===== src/rtl/spi_peripheral.sv =====
// SPI mode-0 peripheral serving a local byte-wide register file.
// Frame (MSB first): address, R/W bit (1 = read), then 8 data bits.
// Optional burst mode: define SPI_PERIPH_AUTOINC_EN. Extra data bytes in the
// same chip-select window then go to consecutive (wrapping) addresses.
module spi_peripheral #(
  parameter int ADDR_WIDTH  = 7,
  parameter int SYNC_STAGES = 2
) (
  input  logic clk,
  input  logic reset,
  input  logic sclk_in,
  input  logic cs_in,
  input  logic mosi_in,
  output logic miso_out,
  output logic miso_oe,
  output logic frame_done,
  output logic frame_rw
);

  localparam int DEPTH = 2 ** ADDR_WIDTH;
  localparam int CNT_W = $clog2(((ADDR_WIDTH > 8) ? ADDR_WIDTH : 8) + 1);

  typedef enum logic [2:0] {
    IDLE, ADDR, RD_LOAD, RD_SHIFT, WR_SHIFT, COMMIT, WAIT_CS
  } state_t;

  logic [SYNC_STAGES-1:0] sclk_sync_q, cs_sync_q, mosi_sync_q;
  logic sclk_prev_q, cs_prev_q, sclk_rise_q, sclk_fall_q, cs_fall_q;
  logic sclk_s, cs_s, mosi_s;

  state_t                state_q, state_d;
  logic [CNT_W-1:0]      cnt_q, cnt_d;
  logic [ADDR_WIDTH-1:0] addr_q, addr_d;
  logic                  rw_q, rw_d;
  logic [7:0]            rx_q, rx_d, tx_q, tx_d;
  logic                  miso_q, miso_d, oe_q, oe_d;
  logic                  done_q, done_d, frame_rw_q, frame_rw_d;
  logic                  rdpend_q, rdpend_d;
  logic                  mem_we;
  logic [7:0]            mem_rd;
  logic [7:0]            mem_q [DEPTH];

  assign sclk_s = sclk_sync_q[SYNC_STAGES-1];
  assign cs_s   = cs_sync_q[SYNC_STAGES-1];
  assign mosi_s = mosi_sync_q[SYNC_STAGES-1];
  assign mem_rd = mem_q[addr_q];

  // Synchronise the asynchronous SPI pins and derive registered edge pulses.
  always_ff @(posedge clk) begin
    if (reset) begin
      sclk_sync_q <= '0;
      cs_sync_q   <= '1;
      mosi_sync_q <= '0;
      sclk_prev_q <= 1'b0;
      cs_prev_q   <= 1'b1;
      sclk_rise_q <= 1'b0;
      sclk_fall_q <= 1'b0;
      cs_fall_q   <= 1'b0;
    end else begin
      sclk_sync_q <= {sclk_sync_q[SYNC_STAGES-2:0], sclk_in};
      cs_sync_q   <= {cs_sync_q[SYNC_STAGES-2:0], cs_in};
      mosi_sync_q <= {mosi_sync_q[SYNC_STAGES-2:0], mosi_in};
      sclk_prev_q <= sclk_s;
      cs_prev_q   <= cs_s;
      sclk_rise_q <= sclk_s & ~sclk_prev_q;
      sclk_fall_q <= ~sclk_s & sclk_prev_q;
      cs_fall_q   <= ~cs_s & cs_prev_q;
    end
  end

  // Frame decoder: next-state and datapath updates; a high chip select aborts.
  always_comb begin
    state_d    = state_q;
    cnt_d      = cnt_q;
    addr_d     = addr_q;
    rw_d       = rw_q;
    rx_d       = rx_q;
    tx_d       = tx_q;
    miso_d     = miso_q;
    oe_d       = oe_q;
    done_d     = 1'b0;
    frame_rw_d = frame_rw_q;
    rdpend_d   = rdpend_q;
    mem_we     = 1'b0;
    if (state_q != IDLE && cs_s) begin
      state_d  = IDLE;
      cnt_d    = '0;
      oe_d     = 1'b0;
      miso_d   = 1'b0;
      rdpend_d = 1'b0;
    end else begin
      case (state_q)
        IDLE: begin
          if (cs_fall_q) begin
            state_d = ADDR;
            cnt_d   = '0;
          end
        end
        ADDR: begin
          if (sclk_rise_q) begin
            if (cnt_q == CNT_W'(ADDR_WIDTH)) begin
              rw_d    = mosi_s;
              cnt_d   = '0;
              state_d = mosi_s ? RD_LOAD : WR_SHIFT;
            end else begin
              addr_d = {addr_q[ADDR_WIDTH-2:0], mosi_s};
              cnt_d  = cnt_q + 1'b1;
            end
          end
        end
        RD_LOAD: begin
          // A burst continuation arrives on the falling edge itself, so D7
          // must go out immediately instead of waiting for the next fall.
          oe_d     = 1'b1;
          cnt_d    = '0;
          rdpend_d = 1'b0;
          if (rdpend_q) begin
            miso_d = mem_rd[7];
            tx_d   = {mem_rd[6:0], 1'b0};
          end else begin
            tx_d = mem_rd;
          end
          state_d = RD_SHIFT;
        end
        RD_SHIFT: begin
          if (sclk_fall_q) begin
            miso_d = tx_q[7];
            tx_d   = {tx_q[6:0], 1'b0};
          end
          if (sclk_rise_q) begin
            if (cnt_q == CNT_W'(7)) begin
              cnt_d   = '0;
              state_d = COMMIT;
            end else begin
              cnt_d = cnt_q + 1'b1;
            end
          end
        end
        WR_SHIFT: begin
          if (sclk_rise_q) begin
            rx_d = {rx_q[6:0], mosi_s};
            if (cnt_q == CNT_W'(7)) begin
              cnt_d   = '0;
              state_d = COMMIT;
            end else begin
              cnt_d = cnt_q + 1'b1;
            end
          end
        end
        COMMIT: begin
          mem_we     = ~rw_q;
          done_d     = 1'b1;
          frame_rw_d = rw_q;
          state_d    = WAIT_CS;
`ifdef SPI_PERIPH_AUTOINC_EN
          if (!rw_q) begin
            oe_d   = 1'b0;
            miso_d = 1'b0;
          end
`else
          oe_d   = 1'b0;
          miso_d = 1'b0;
`endif
        end
        WAIT_CS: begin
`ifdef SPI_PERIPH_AUTOINC_EN
          if (rw_q && sclk_fall_q) begin
            addr_d   = addr_q + 1'b1;
            rdpend_d = 1'b1;
            state_d  = RD_LOAD;
          end else if (!rw_q && sclk_rise_q) begin
            addr_d  = addr_q + 1'b1;
            rx_d    = {rx_q[6:0], mosi_s};
            cnt_d   = CNT_W'(1);
            state_d = WR_SHIFT;
          end
`endif
        end
        default: state_d = IDLE;
      endcase
    end
  end

  // Control and shift registers.
  always_ff @(posedge clk) begin
    if (reset) begin
      state_q    <= IDLE;
      cnt_q      <= '0;
      addr_q     <= '0;
      rw_q       <= 1'b0;
      rx_q       <= '0;
      tx_q       <= '0;
      miso_q     <= 1'b0;
      oe_q       <= 1'b0;
      done_q     <= 1'b0;
      frame_rw_q <= 1'b0;
      rdpend_q   <= 1'b0;
    end else begin
      state_q    <= state_d;
      cnt_q      <= cnt_d;
      addr_q     <= addr_d;
      rw_q       <= rw_d;
      rx_q       <= rx_d;
      tx_q       <= tx_d;
      miso_q     <= miso_d;
      oe_q       <= oe_d;
      done_q     <= done_d;
      frame_rw_q <= frame_rw_d;
      rdpend_q   <= rdpend_d;
    end
  end

  // Register file write port; contents deliberately survive reset.
  always_ff @(posedge clk) begin
    if (mem_we && !reset) mem_q[addr_q] <= rx_q;
  end

  assign miso_out   = miso_q & oe_q;
  assign miso_oe    = oe_q;
  assign frame_done = done_q;
  assign frame_rw   = frame_rw_q;

endmodule


===== config.mk =====
export PLATFORM = sky130hd
export DESIGN_NAME = spi_peripheral
export DESIGN_NICKNAME = d
export VERILOG_FILES = /design/src/rtl/spi_peripheral.sv
export SDC_FILE = /design/constraint.sdc
export NUM_CORES = 1
export LEC_CHECK = 0
export ABC_AREA = 1
export BUFFER_PORTS_ARGS = -buffer_cell sky130_fd_sc_hd__clkbuf_2
export CORE_MARGIN = 4
export CORE_UTILIZATION = 30
export DETAILED_ROUTE_END_ITERATION = 12
export PLACE_DENSITY = 0.5
export SLEW_MARGIN = 20
export SYNTH_ARGS = -nofsm -noshare
export SYNTH_HDL_FRONTEND = slang
export SYNTH_SLANG_ARGS = --single-unit

===== constraint.sdc =====
create_clock -name clk -period 4 [get_ports clk]
set_input_delay 0.4 -clock clk [delete_from_list [all_inputs] [get_ports clk]]
set_output_delay 0.4 -clock clk [all_outputs]
set_load 0.02 [all_outputs]

After elaboration in Yosys (flattened, before gate mapping). Memories as Yosys holds them, arrays and structs flattened. A register that Yosys moved wholly into a read port is not among the register bits. Cells that the tools add are included.

Bits of input ports: 5. Output and inout port bits: 4. RAM bits: 1024. Memories: 1. Logic and storage cells: 89. Flip-flop bits (word level): 46.

Bitwise gates (word level): 12. Reduce and logical (&&, ||, !) cells: 20. Equality and inequality tests: 14. Add/sub/neg operators: 1. Multiplexer cells: 23.

Memory list: mem_q (words 128, width 8, rd ports 1, clocked after memory_dff 1, wr ports 1, RTL line 41) `logic [7:0] mem_q [DEPTH];`.

Operator list (count): two-way mux 3 bit (6); case mux 3 bit (6 select lines) (1); case mux 8 bit (2 select lines) (1); two-way mux 7 bit (2); two-way mux 4 bit (3); case mux 4 bit (3 select lines) (1); AND reduction 3 bit (4); == test 3 bit (second input constant) (3); nonzero test 3 bit (3); two-way mux 8 bit (1); != test 2 bit (second input constant) (4); NOT 1 bit (8); AND reduction 4 bit (2); == test 3 x 2 -> 1 bit (second input constant) (2); two-way mux 1 bit (6); != test 2 x 1 -> 1 bit (second input constant) (3); AND reduction 6 bit (1); adder 4 x 1 -> 4 bit (second input constant) (1); bitwise AND 1 bit (4); == test 4 x 3 -> 1 bit (second input constant) (1); case mux 1 bit (2 select lines) (2); nonzero test 2 bit (2); OR reduction 2 bit (2); == test 3 x 1 -> 1 bit (second input constant) (1); other kinds (5) (6).

Longest topological paths before layout. Gate-level depths: netlist of run 1.

Depth after elaboration: 6. Gate-level depth with buffers: 14. Gate-level depth less buffers: 11.

Least setup slack after synthesis of run 1. Ideal clock, no wire load.

Path kind: register -> register. From: reg rx_q[0]. To: mem mem_q[0][0] (data pin). Clock period less this slack: 2.382 ns. Setup time: 0.531 ns. Path buffers: 0. Slack: 1.618 ns. Cell stages (with the launch flop): 1. Required time: 3.469 ns. Arrival: 1.850 ns. Cells stage by stage: dfxtp_1.

RTL lines: start, declared (RTL line 35) `logic [7:0] rx_q, rx_d, tx_q, tx_d;`; start signal, assigned (RTL line 203) `rx_q <= rx_d;`; end, declared (RTL line 41).

Straight into the memory's write port.

==> results of run 1 <==
where the power goes:
part           internal [mW]  switching [mW]  leakage, nW
Sequential              12.2          0.0491         12.1
Combinational          0.189           0.511         4.00
Clock                   5.71            4.34         1.73
Total                   18.1            4.90         17.8
layout make-up:
type                            instances  share of cell area (%)
Inverter                               46                  0.4042
Clock buffer                          144                   6.233
Multi-Input combinational cell       2399                   21.34
Timing Repair Buffer                   68                   1.520
Clock inverter                         66                  0.9202
Tap cell                             1917                   4.873
Sequential cell                      1077                   64.71
state kept, by name, summed over array words and instances (netlist names), named ones only:
name         count
tx_q             8
mem_q         1024
sclk_prev_q      1
sclk_sync_q      2
addr_q           7
frame_done       1
cnt_q            4
frame_rw         1
cs_sync_q        2
sclk_rise_q      1
state_q          3
rw_q             1
rx_q             8
cs_prev_q        1
sclk_fall_q      1
cs_fall_q        1
miso_q           1
miso_oe          1
mosi_sync_q      2
metrics by stage:
step / cells / instance area, sq um / utilization, % / setup slack, ns / hold WS [ns]
3_5_place_dp: 5504 / 45670 / 31.41 / 0.9802 / 0.3927
5_1_grt: 5717 / 49220 / 33.86 / 0.8039 / 0.07423
3_3_place_gp: 5504 / 45670 / 31.41 / 0.9828 / 0.3956
2_1_floorplan: 3761 / 43830 / - / 1.618 / 0.3883
6_report: 5717 / 49220 / 33.86 / 0.9834 / 0.07151
4_1_cts: 5717 / 49220 / 33.86 / 0.9466 / 0.03054
logic make-up after synthesis:
group           after synthesis  synth area share, %
compound gates               71               0.8392
xor+xnor                      1              0.01998
fa+ha+maj                     1              0.02854
buf+inv                     285                3.468
flops                      1077                72.57
simple gates               2326                23.07
synth_stat cells, types with 14 or more instances:
cell                       count  area [sq um]
sky130_fd_sc_hd__buf_1        14         52.55
sky130_fd_sc_hd__edfxtp_1   1024         30750
sky130_fd_sc_hd__o21ai_0      26         130.1
sky130_fd_sc_hd__buf_2       137         685.7
sky130_fd_sc_hd__inv_1        40         150.1
sky130_fd_sc_hd__buf_4        27         202.7
sky130_fd_sc_hd__a21oi_1      40         200.2
sky130_fd_sc_hd__nand3_1     957          4790
sky130_fd_sc_hd__nor2_1      153         574.3
sky130_fd_sc_hd__nand2_1    1190          4467
sky130_fd_sc_hd__clkbuf_1     38         142.6
sky130_fd_sc_hd__buf_6        23         259.0
sky130_fd_sc_hd__dfxtp_1      53          1061
worst register-to-register path, stage by stage, from the launching register on:
cell and delay [ns]:
sky130_fd_sc_hd__dfxtp_4 0.49, sky130_fd_sc_hd__inv_8 0.68, sky130_fd_sc_hd__buf_4 0.65, sky130_fd_sc_hd__nand3_1 0.18, sky130_fd_sc_hd__nand3_1 0.10, sky130_fd_sc_hd__nand3_1 0.16, sky130_fd_sc_hd__nand2_1 0.19, sky130_fd_sc_hd__nand2_1 0.07
sky130_fd_sc_hd__nand3_1 0.08, sky130_fd_sc_hd__nand3_1 0.13, sky130_fd_sc_hd__nand3_1 0.11, sky130_fd_sc_hd__a21oi_1 0.06
layer usage:
metal  vias to the layer above  GRT usage (%)  wire [microns]
met4                         0          4.916            3829
met1                     13830          21.40           53200
li1                      13140              -               -
met3                       199          2.533            6748
met5                         -              0               0
met2                       771          24.81           56230
worst max path at each step:
stage	to	depth (start not counted)	startpoint
finish	tx_q[5]$_SDFFE_PP0P_	11	flop
global route	mem_q[108][5]$_DFFE_PP_	10	state_q[0]$_SDFFE_PP0P_
CTS	mem_q[22][0]$_DFFE_PP_	10	state_q[0]$_SDFFE_PP0P_
detailed placement	mem_q[108][6]$_DFFE_PP_	10	state_q[0]$_SDFFE_PP0P_
global placement	mem_q[109][6]$_DFFE_PP_	10	state_q[0]$_SDFFE_PP0P_
floorplan	mem_q[0][0]$_DFFE_PP_	0	rx_q[0]$_SDFFE_PP0P_
==> Flow_metrics.wiki, run 1 <==
{| class="wikitable"
! Metric !! Value
|-
| TritonCTS Buffers || 115
|-
| Setup Crit Path Kind || reg2reg
|-
| Path category of the worst min-delay check || in2reg
|-
| Final-layout fill cell count || roughly 14000
|-
| Initial antenna violation count || 0
|-
| Least-Margin Pin Slew || 1.088 ns
|-
| Fraction of layout cells with a size suffix above 1 || between 6 and 7%
|-
| Maximum fanout along the worst path || 110
|-
| Outcome || completed
|-
| Top library cells by usage in the layout, fill and taps aside || sky130_fd_sc_hd__nand2_1, sky130_fd_sc_hd__edfxtp_1, sky130_fd_sc_hd__nand3_1
|-
| Cells resized by post-CTS repair || 0
|-
| CP cell instances || inv_8 > buf_4 > nand3_1 > nand3_1 > nand3_1 > nand2_1 > nand2_1 > nand3_1 > nand3_1 > nand3_1 > a21oi_1
|-
| Critical Path Source Type || flop
|-
| Count of pins over their slew limit || 0
|-
| Total power || ~23 mW
|-
| Final weighted congestion of routability-driven global placement || 0.8169
|-
| Maximum clock rate || 0.3315 GHz
|-
| Proportion of synthesized chip area in sequential cells || 72.57%
|-
| Clock latency reported for the late side of the worst-skew pair || 0.70 ns
|-
| Max stage delay cell, worst path || sky130_fd_sc_hd__inv_8
|-
| Row Count || 140
|-
| Full die area || 152300 sq um
|-
| Post-Synthesis Cell Area || around 44000 sq um
|-
| Total half-perimeter wirelength after legalization and detailed placement || 64.85 mm
|-
| Global-route wire length before repair || 178.1 mm
|-
| Starting utilization of the core area || around 30%
|-
| Fraction of synthesis flops using an asynchronous set or reset pin || 0%
|-
| Overall routing resource usage || 15.43%
|-
| X dimension of the die || 390.2 microns
|-
| Reg2Reg Depth || 11
|-
| Clock tree root driver cell || sky130_fd_sc_hd__clkbuf_16
|-
| Register Area || 31850 sq um
|-
| Sink of the worst hold path || cs_prev_q$_SDFF_PP1_
|-
| Most common cell after layout, fill and taps aside || sky130_fd_sc_hd__nand2_1
|-
| Antenna viol nets, final || 0
|-
| Maximum clock insertion buffer count || 3
|-
| Synthesized area per cell || 11.65 sq um
|-
| Quantity of hold-fixing buffers added after cts || 3
|-
| Slack of the worst reg-to-reg path || 0.98 ns
|-
| DRC viols || 0
|-
| Endpoint of the lowest-slack register-to-register path || tx_q[5]$_SDFFE_PP0P_
|-
| Clock H-tree levels || 3
|-
| Largest vdd supply drop || 381.3 uV
|-
| Final worst-path cycle share || 75.42%
|-
| Core area || 145400 sq um
|-
| First-pass DRT Iterations || 6
|-
| Required @ worst endpoint || 4.58 ns
|-
| Die H || 390.2 microns
|-
| Via count || 27930
|-
| Synthesized netlist net count || around 3800
|-
| Worst path buffer plus inverter count || 2
|-
| Worst Skew || 0.02701 ns
|-
| Number of setup buffers added after CTS || 0
|-
| Critical Path AT || 3.60 ns
|-
| Number of hold violations in the final report || 0
|-
| Post-route minimum period || 3.017 ns
|-
| Warning count from the yosys run || 0
|-
| Area Growth Syn to Fin || 12.29%
|-
| Static Leakage || 17.79 nW
|-
| Largest stage delay on the critical path || 0.64 ns
|-
| Setup Viol. Count Final || 0
|-
| Fin nets || 3713
|-
| Wire length per cell after detailed routing || 20.99 microns
|-
| Number of placed I/O pins || 9
|-
| Unique cell type count in the Yosys netlist || 33
|-
| Multi-input combinational cell area || approximately 11000 sq um
|-
| Post-synth EDFFs || 1024
|-
| Post-detailed-routing wire length || 120.0 mm
|-
| Number of global-route vias before repair || 26940
|-
| Total congestion overflow || 0
|-
| Most frequently used flop master after synthesis || sky130_fd_sc_hd__edfxtp_1
|-
| Sink Count || 1077
|-
| Top delay family on crit path || buffers and inverters
|-
| Average vias per placed instance || 4.886
|-
| Gate count after technology mapping || between 3000 and 4000
|-
| Power per cell area || 467.0 nW/um^2
|-
| Port bufs || 8
|-
| Reg clk slew, reported paths || about 0.060 ns
|-
| Largest net degree at the start of global routing || approximately 190
|-
| Summed negative setup slack over all endpoints || 0 ns
|-
| Maximum capacitance violations || 0
|-
| Count of state elements after synthesis || roughly 1100
|-
| Count of inserted antenna diode cells || 0
|-
| Headroom to the max-slew limit || 27.47%
|-
| Most prevalent standard cell on the critical path || sky130_fd_sc_hd__nand3_1
|-
| CTS tree || built
|-
| Kind of end point of the critical path || flop
|-
| Unrepaired setup endpoints after global routing || no
|-
| Iteration-0 DRC Markers || 2705
|-
| Hold Crit Depth || 3
|-
| Startpoint of the most critical hold path || reset
|}
No activity file was read; power rests on OpenSTA's default activity.
==> run 2: changes to the inputs <==
==> constraint.sdc (replaced) <==
create_clock -name clk -period 3.15 [get_ports clk]
set_input_delay 0.315 -clock clk [delete_from_list [all_inputs] [get_ports clk]]
set_output_delay 0.315 -clock clk [all_outputs]
set_load 0.02 [all_outputs]
==> Flow_metrics.wiki, run 2 (synthesized netlist as in run 1, its figures left out) <==
{| class="wikitable"
! Metric !! Value
|-
| Maximum clock insertion buffer count || 3
|-
| Fraction of layout cells with a size suffix above 1 || 10.57%
|-
| Core area || 145400 sq um
|-
| Largest vdd supply drop || 412.5 uV
|-
| Number of placed I/O pins || 9
|-
| Clock latency reported for the late side of the worst-skew pair || 0.71 ns
|-
| Iteration-0 DRC Markers || around 2400
|-
| CTS tree || built
|-
| Clock H-tree levels || 3
|-
| Static Leakage || 18.74 nW
|-
| Sink Count || roughly 1100
|-
| Maximum clock rate || 0.3685 GHz
|-
| Post-detailed-routing wire length || 120.7 mm
|-
| Largest registers || mem_q x1024, rx_q x8, tx_q x8
|-
| Most common cell after layout, fill and taps aside || sky130_fd_sc_hd__nand2_1
|-
| Register name with the most flops || mem_q
|-
| Final weighted congestion of routability-driven global placement || 0.8215
|-
| TritonCTS Buffers || 114
|-
| Maximum fanout along the worst path || 10
|-
| Die H || roughly 400 microns
|-
| Average vias per placed instance || roughly 4.8
|-
| Total half-perimeter wirelength after legalization and detailed placement || 69.38 mm
|-
| Post-route minimum period || ~2.7 ns
|-
| Top library cells by usage in the layout, fill and taps aside || sky130_fd_sc_hd__nand2_1, sky130_fd_sc_hd__edfxtp_1, sky130_fd_sc_hd__nand3_1
|-
| Worst Skew || 0.03759 ns
|-
| Initial antenna violation count || 0
|-
| Kind of end point of the critical path || flop
|-
| Post-route worst setup slack || 0.4367 ns
|-
| Overall routing resource usage || 15.55%
|-
| Placement Setup Slack || between 0.4 and 0.5 ns
|-
| Setup Crit Path Kind || reg2reg
|-
| First-pass DRT Iterations || 5
|-
| Outcome || completed
|-
| Summed negative setup slack over all endpoints || 0 ns
|-
| Final worst-path cycle share || a little under nine tenths
|-
| Multi-input combinational cell area || 10500 sq um
|-
| Clock tree root driver cell || sky130_fd_sc_hd__clkbuf_16
|-
| Path category of the worst min-delay check || in2reg
|-
| Via count || 28410
|-
| X dimension of the die || ~390 microns
|-
| Register Area || ~32000 sq um
|-
| CP cell instances || inv_2 > nor2_2 > inv_2 > nor2_4 > inv_2 > nor2_8 > nand2_4 > nor2_8 > nand2_2 > buf_4 > nor2_1 > buf_4
|-
| Number of global-route vias before repair || 27320
|-
| Total congestion overflow || 0
|-
| Least-Margin Pin Slew || 0.9693 ns
|-
| Count of inserted antenna diode cells || 0
|-
| Critical Path AT || 3.11 ns
|-
| Reg clk slew, reported paths || 0.06 ns
|-
| Critical Path Source Type || flop
|-
| Full die area || ~150000 sq um
|-
| Most prevalent standard cell on the critical path || sky130_fd_sc_hd__inv_2
|-
| Global-route wire length before repair || 180.2 mm
|-
| Final-layout fill cell count || 14310
|-
| Max stage delay cell, worst path || sky130_fd_sc_hd__dfxtp_1
|-
| Largest stage delay on the critical path || 0.42 ns
|-
| Required @ worst endpoint || ~3.6 ns
|-
| Number of hold violations in the final report || 0
|-
| Setup Viol. Count Final || 0
|-
| Total power || 29.82 mW
|-
| Unrepaired setup endpoints after global routing || no
|-
| Port bufs || 8
|-
| Wire length per cell after detailed routing || 20.56 microns
|-
| Power per cell area || a little under 600 nW/um^2
|-
| Number of flip-flops in the largest register || ~1000
|-
| Largest net degree at the start of global routing || 129
|-
| Area Growth Syn to Fin || 15.73%
|-
| Fin nets || 3866
|-
| DRC viols || 0
|-
| Headroom to the max-slew limit || between 30% and 40%
|-
| Row Count || 140
|-
| Maximum capacitance violations || 0
|-
| Count of pins over their slew limit || 0
|-
| Antenna viol nets, final || 0
|-
| Starting utilization of the core area || 30.15%
|}
-- run 2: cell types whose count changed in the layout (fill, tap and decap cells not counted) --
cell,previous run,this run
sky130_fd_sc_hd__clkinv_4,1,0
sky130_fd_sc_hd__clkinv_8,1,3
sky130_fd_sc_hd__clkinv_1,34,36
sky130_fd_sc_hd__clkinvlp_4,1,4
sky130_fd_sc_hd__inv_6,6,1
sky130_fd_sc_hd__buf_12,20,33
sky130_fd_sc_hd__clkbuf_1,22,15
sky130_fd_sc_hd__clkinv_2,18,23
sky130_fd_sc_hd__dlygate4sd3_1,3,4
sky130_fd_sc_hd__clkbuf_8,6,0
sky130_fd_sc_hd__buf_4,37,177
sky130_fd_sc_hd__inv_16,1,2
sky130_fd_sc_hd__bufinv_16,5,13
-- run 2: cell type report --
type	instances	share of cell area, %
multi-input cells	2399	20.70
clock inverters	81	1.475
clock buffers	131	5.833
inverters	46	0.3922
flip-flops and latches	1077	62.79
well taps	1917	4.728
repair buffers	222	4.079
-- run 2: timing repair --
item / in CTS / in global routing
endpoints found under the hold margin: 5 / 0
hold buffers: 4 / 0
resized for setup: 0 / 0
buffers inserted: 0 / 0
-- run 2: final timing paths --
check                             from                        end  slack, ns  cells after the start
max            state_q[0]$_SDFFE_PP0P_    mem_q[118][0]$_DFFE_PP_       0.44                     12
min                              cs_in    cs_sync_q[0]$_SDFF_PP1_       0.36                      3
max reg2reg    state_q[0]$_SDFFE_PP0P_    mem_q[118][0]$_DFFE_PP_       0.44                     12
min reg2reg  sclk_sync_q[0]$_SDFF_PP0_  sclk_sync_q[1]$_SDFF_PP0_       0.40                      2
-- run 2: critical path: cells and delay by family, from the launching register on --
family        cells  cell delay, ns
flops             1            0.42
simple gates      7            1.19
buf+inv           5            0.76
-- run 2: layer usage --
layer  wire length, microns  GRT usage (%)  up-vias
met3                   6326          2.195      158
met1                  54420          21.67    14060
met2                  57040          25.31      749
met4                   2963          4.610        0
met5                      0              0        -
li1                       -              -    13450
-- run 2: report_power, final --
part           internal (mW)  switching (mW)  leakage, nW
logic                  0.267           0.653         4.87
clock network           7.76            5.59         1.81
registers               15.5          0.0671         12.1
-- run 2: through the flow --
| step | util, % | area [sq um] | std cells | hold slack [ns] |
|---|---|---|---|---|
| finish | 34.89 | 50730 | 5873 | 0.3580 |
| global route | 34.89 | 50730 | 5873 | 0.3419 |
| CTS | 34.89 | 50730 | 5873 | 0.3018 |
| detailed placement | 32.32 | 46980 | 5657 | 0.3987 |
| global placement | 32.32 | 46980 | 5657 | 0.3940 |
| floorplan | - | 43830 | 3761 | 0.3883 |
==> run 3: changes to the inputs <==
--- a/config.mk
+++ b/config.mk
@@ -7,10 +7,10 @@
 export LEC_CHECK = 0
 export ABC_AREA = 1
 export BUFFER_PORTS_ARGS = -buffer_cell sky130_fd_sc_hd__clkbuf_2
+export CORE_ASPECT_RATIO = 1.25
 export CORE_MARGIN = 4
 export CORE_UTILIZATION = 30
 export DETAILED_ROUTE_END_ITERATION = 12
-export PLACE_DENSITY = 0.5
 export SLEW_MARGIN = 20
 export SYNTH_ARGS = -nofsm -noshare
 export SYNTH_HDL_FRONTEND = slang
==> constraint.sdc (replaced) <==
create_clock -name clk -period 3.15 [get_ports clk]
set_input_delay 0 -clock clk [delete_from_list [all_inputs] [get_ports clk]]
set_output_delay 0 -clock clk [all_outputs]
set_load 0.02 [all_outputs]
==> Flow_metrics.wiki, run 3 (synthesized netlist as in run 1, its figures left out) <==
{| class="wikitable"
! Metric !! Value
|-
| Maximum clock rate || roughly 0.38 GHz
|-
| DRC viols || 0
|-
| Area Growth Syn to Fin || 14.61%
|-
| Number of placed I/O pins || 9
|-
| Port bufs || 8
|-
| Startpoint of the most critical hold path || reset
|-
| Maximum clock insertion buffer count || 3
|-
| TritonCTS Buffers || 101
|-
| Critical R2R Launch || state_q[2]$_SDFFE_PP0P_
|-
| Unrepaired setup endpoints after global routing || no
|-
| Kind of end point of the critical path || flop
|-
| Row Count || 156
|-
| Post-detailed-routing wire length || 115.2 mm
|-
| Reg clk slew, reported paths || about 0.070 ns
|-
| Largest vdd supply drop || 507.6 uV
|-
| Core area || ~140000 sq um
|-
| Critical Path AT || 2.95 ns
|-
| Clock H-tree levels || 3
|-
| Endpoint of the lowest-slack register-to-register path || mem_q[47][7]$_DFFE_PP_
|-
| Final worst-path cycle share || 83.43%
|-
| Via count || 28700
|-
| Sink Count || ~1100
|-
| Quantity of hold-fixing buffers added after cts || 9
|-
| Register name with the most flops || mem_q
|-
| First-pass DRT Iterations || 5
|-
| Reg2Reg Depth || 8
|-
| Power per cell area || 567.2 nW/um^2
|-
| Total congestion overflow || 0
|-
| Cells resized by post-CTS repair || 0
|-
| Average vias per placed instance || 4.917
|-
| Clock tree root driver cell || sky130_fd_sc_hd__clkbuf_16
|-
| Largest net degree at the start of global routing || around 140
|-
| Full die area || 152300 sq um
|-
| Number of hold violations in the final report || 0
|-
| Clock latency reported for the late side of the worst-skew pair || 0.71 ns
|-
| Initial antenna violation count || 1
|-
| Final-layout worst hold slack || ~0.27 ns
|-
| Number of setup buffers added after CTS || 0
|-
| Number of global-route vias before repair || 27890
|-
| Maximum capacitance violations || 0
|-
| Number of flip-flops in the largest register || 1024
|-
| Worst Skew || 0.03731 ns
|-
| Least-Margin Pin Slew || 1.007 ns
|-
| Slack of the worst reg-to-reg path || 0.52 ns
|-
| Top library cells by usage in the layout, fill and taps aside || sky130_fd_sc_hd__nand2_1, sky130_fd_sc_hd__edfxtp_1, sky130_fd_sc_hd__nand3_1
|-
| Total power || approximately 28 mW
|-
| Headroom to the max-slew limit || 32.48%
|-
| Starting utilization of the core area || 30.27%
|-
| Iteration-0 DRC Markers || between 2000 and 3000
|-
| X dimension of the die || 349.9 microns
|-
| Setup Crit Path Kind || reg2reg
|-
| Required @ worst endpoint || 3.47 ns
|-
| Wire length per cell after detailed routing || 19.73 microns
|-
| Outcome || completed
|-
| CTS tree || built
|-
| Maximum fanout along the worst path || 14
|-
| Count of pins over their slew limit || 0
|-
| Final weighted congestion of routability-driven global placement || 0.8289
|-
| Post-route minimum period || 2.628 ns
|-
| Fin nets || 3862
|-
| Overall routing resource usage || 14.83%
|-
| Summed negative setup slack over all endpoints || 0 ns
|-
| Fraction of layout cells with a size suffix above 1 || 10.51%
|-
| Most common cell after layout, fill and taps aside || sky130_fd_sc_hd__nand2_1
|-
| Total half-perimeter wirelength after legalization and detailed placement || 67.77 mm
|-
| Antenna viol nets, final || 0
|-
| Path category of the worst min-delay check || in2reg
|-
| Largest registers || mem_q x1024, rx_q x8, tx_q x8
|-
| Static Leakage || roughly 19 nW
|-
| Die H || 435.4 microns
|-
| Setup Viol. Count Final || 0
|-
| Sink of the worst hold path || cs_prev_q$_SDFF_PP1_
|-
| Global-route wire length before repair || 174.6 mm
|-
| Hold Crit Depth || 4
|-
| Critical Path Source Type || flop
|}
==> run 3: area by class of cell <==
| type | instances | area, sq um |
|---|---|---|
| Tap cell | 1896 | 2372 |
| Fill cell | 14170 | 94590 |
| Timing Repair Buffer | 231 | 2049 |
| Clock buffer | 118 | 2643 |
| Antenna cell | 1 | 2.502 |
| Clock inverter | 69 | 614.3 |
| Inverter | 46 | 198.9 |
| Multi-Input combinational cell | 2399 | 10500 |
| Sequential cell | 1077 | 31850 |
==> run 3: how the worst max path moves through the flow <==
stage                                        from                     end  slack (ns)  cells after the start
after global placement    state_q[0]$_SDFFE_PP0P_  mem_q[71][2]$_DFFE_PP_        0.47                     11
after detailed placement  state_q[0]$_SDFFE_PP0P_  mem_q[71][0]$_DFFE_PP_        0.50                     11
after CTS                 state_q[0]$_SDFFE_PP0P_  mem_q[71][0]$_DFFE_PP_        0.48                     11
final                     state_q[2]$_SDFFE_PP0P_  mem_q[47][7]$_DFFE_PP_        0.52                      8
after global routing      state_q[0]$_SDFFE_PP0P_  mem_q[47][7]$_DFFE_PP_        0.33                     10
after floorplan              rx_q[0]$_SDFFE_PP0P_   mem_q[0][0]$_DFFE_PP_        0.77                      0
==> run 3: per-stage QoR <==
stage | util, % | cell area [sq um] | cells | setup WS [ns]
after global routing | 34.69 | 50240 | 5837 | 0.3252
after global placement | 32.37 | 46890 | 5640 | 0.4699
final | 34.69 | 50240 | 5837 | 0.5219
after detailed placement | 32.37 | 46890 | 5640 | 0.4954
after CTS | 34.68 | 50230 | 5836 | 0.4758
after floorplan | - | 43830 | 3761 | 0.7682
==> run 3: layer usage <==
metal,GRT usage [%],share of wire [%]
met1,19.37,41
met2,25.18,50
met3,1.967,6.0
met4,5.450,3.3
met5,0,0
==> run 3: report_power, final <==
part           internal (mW)  leakage [nW]  switching, mW  total [mW]
Combinational          0.265          4.88          0.638       0.903
Clock                   6.68          1.59           5.37        12.0
Sequential              15.5          12.1         0.0662        15.5
==> run 3: critical path: stages, from the launching register on <==
cell	delay [ns]
sky130_fd_sc_hd__dfxtp_1	0.48
sky130_fd_sc_hd__inv_2	0.14
sky130_fd_sc_hd__nor2_4	0.15
sky130_fd_sc_hd__inv_2	0.08
sky130_fd_sc_hd__nor2_8	0.11
sky130_fd_sc_hd__nand2_4	0.10
sky130_fd_sc_hd__nor2_8	0.16
sky130_fd_sc_hd__nand2_2	0.37
sky130_fd_sc_hd__nor2_1	0.66
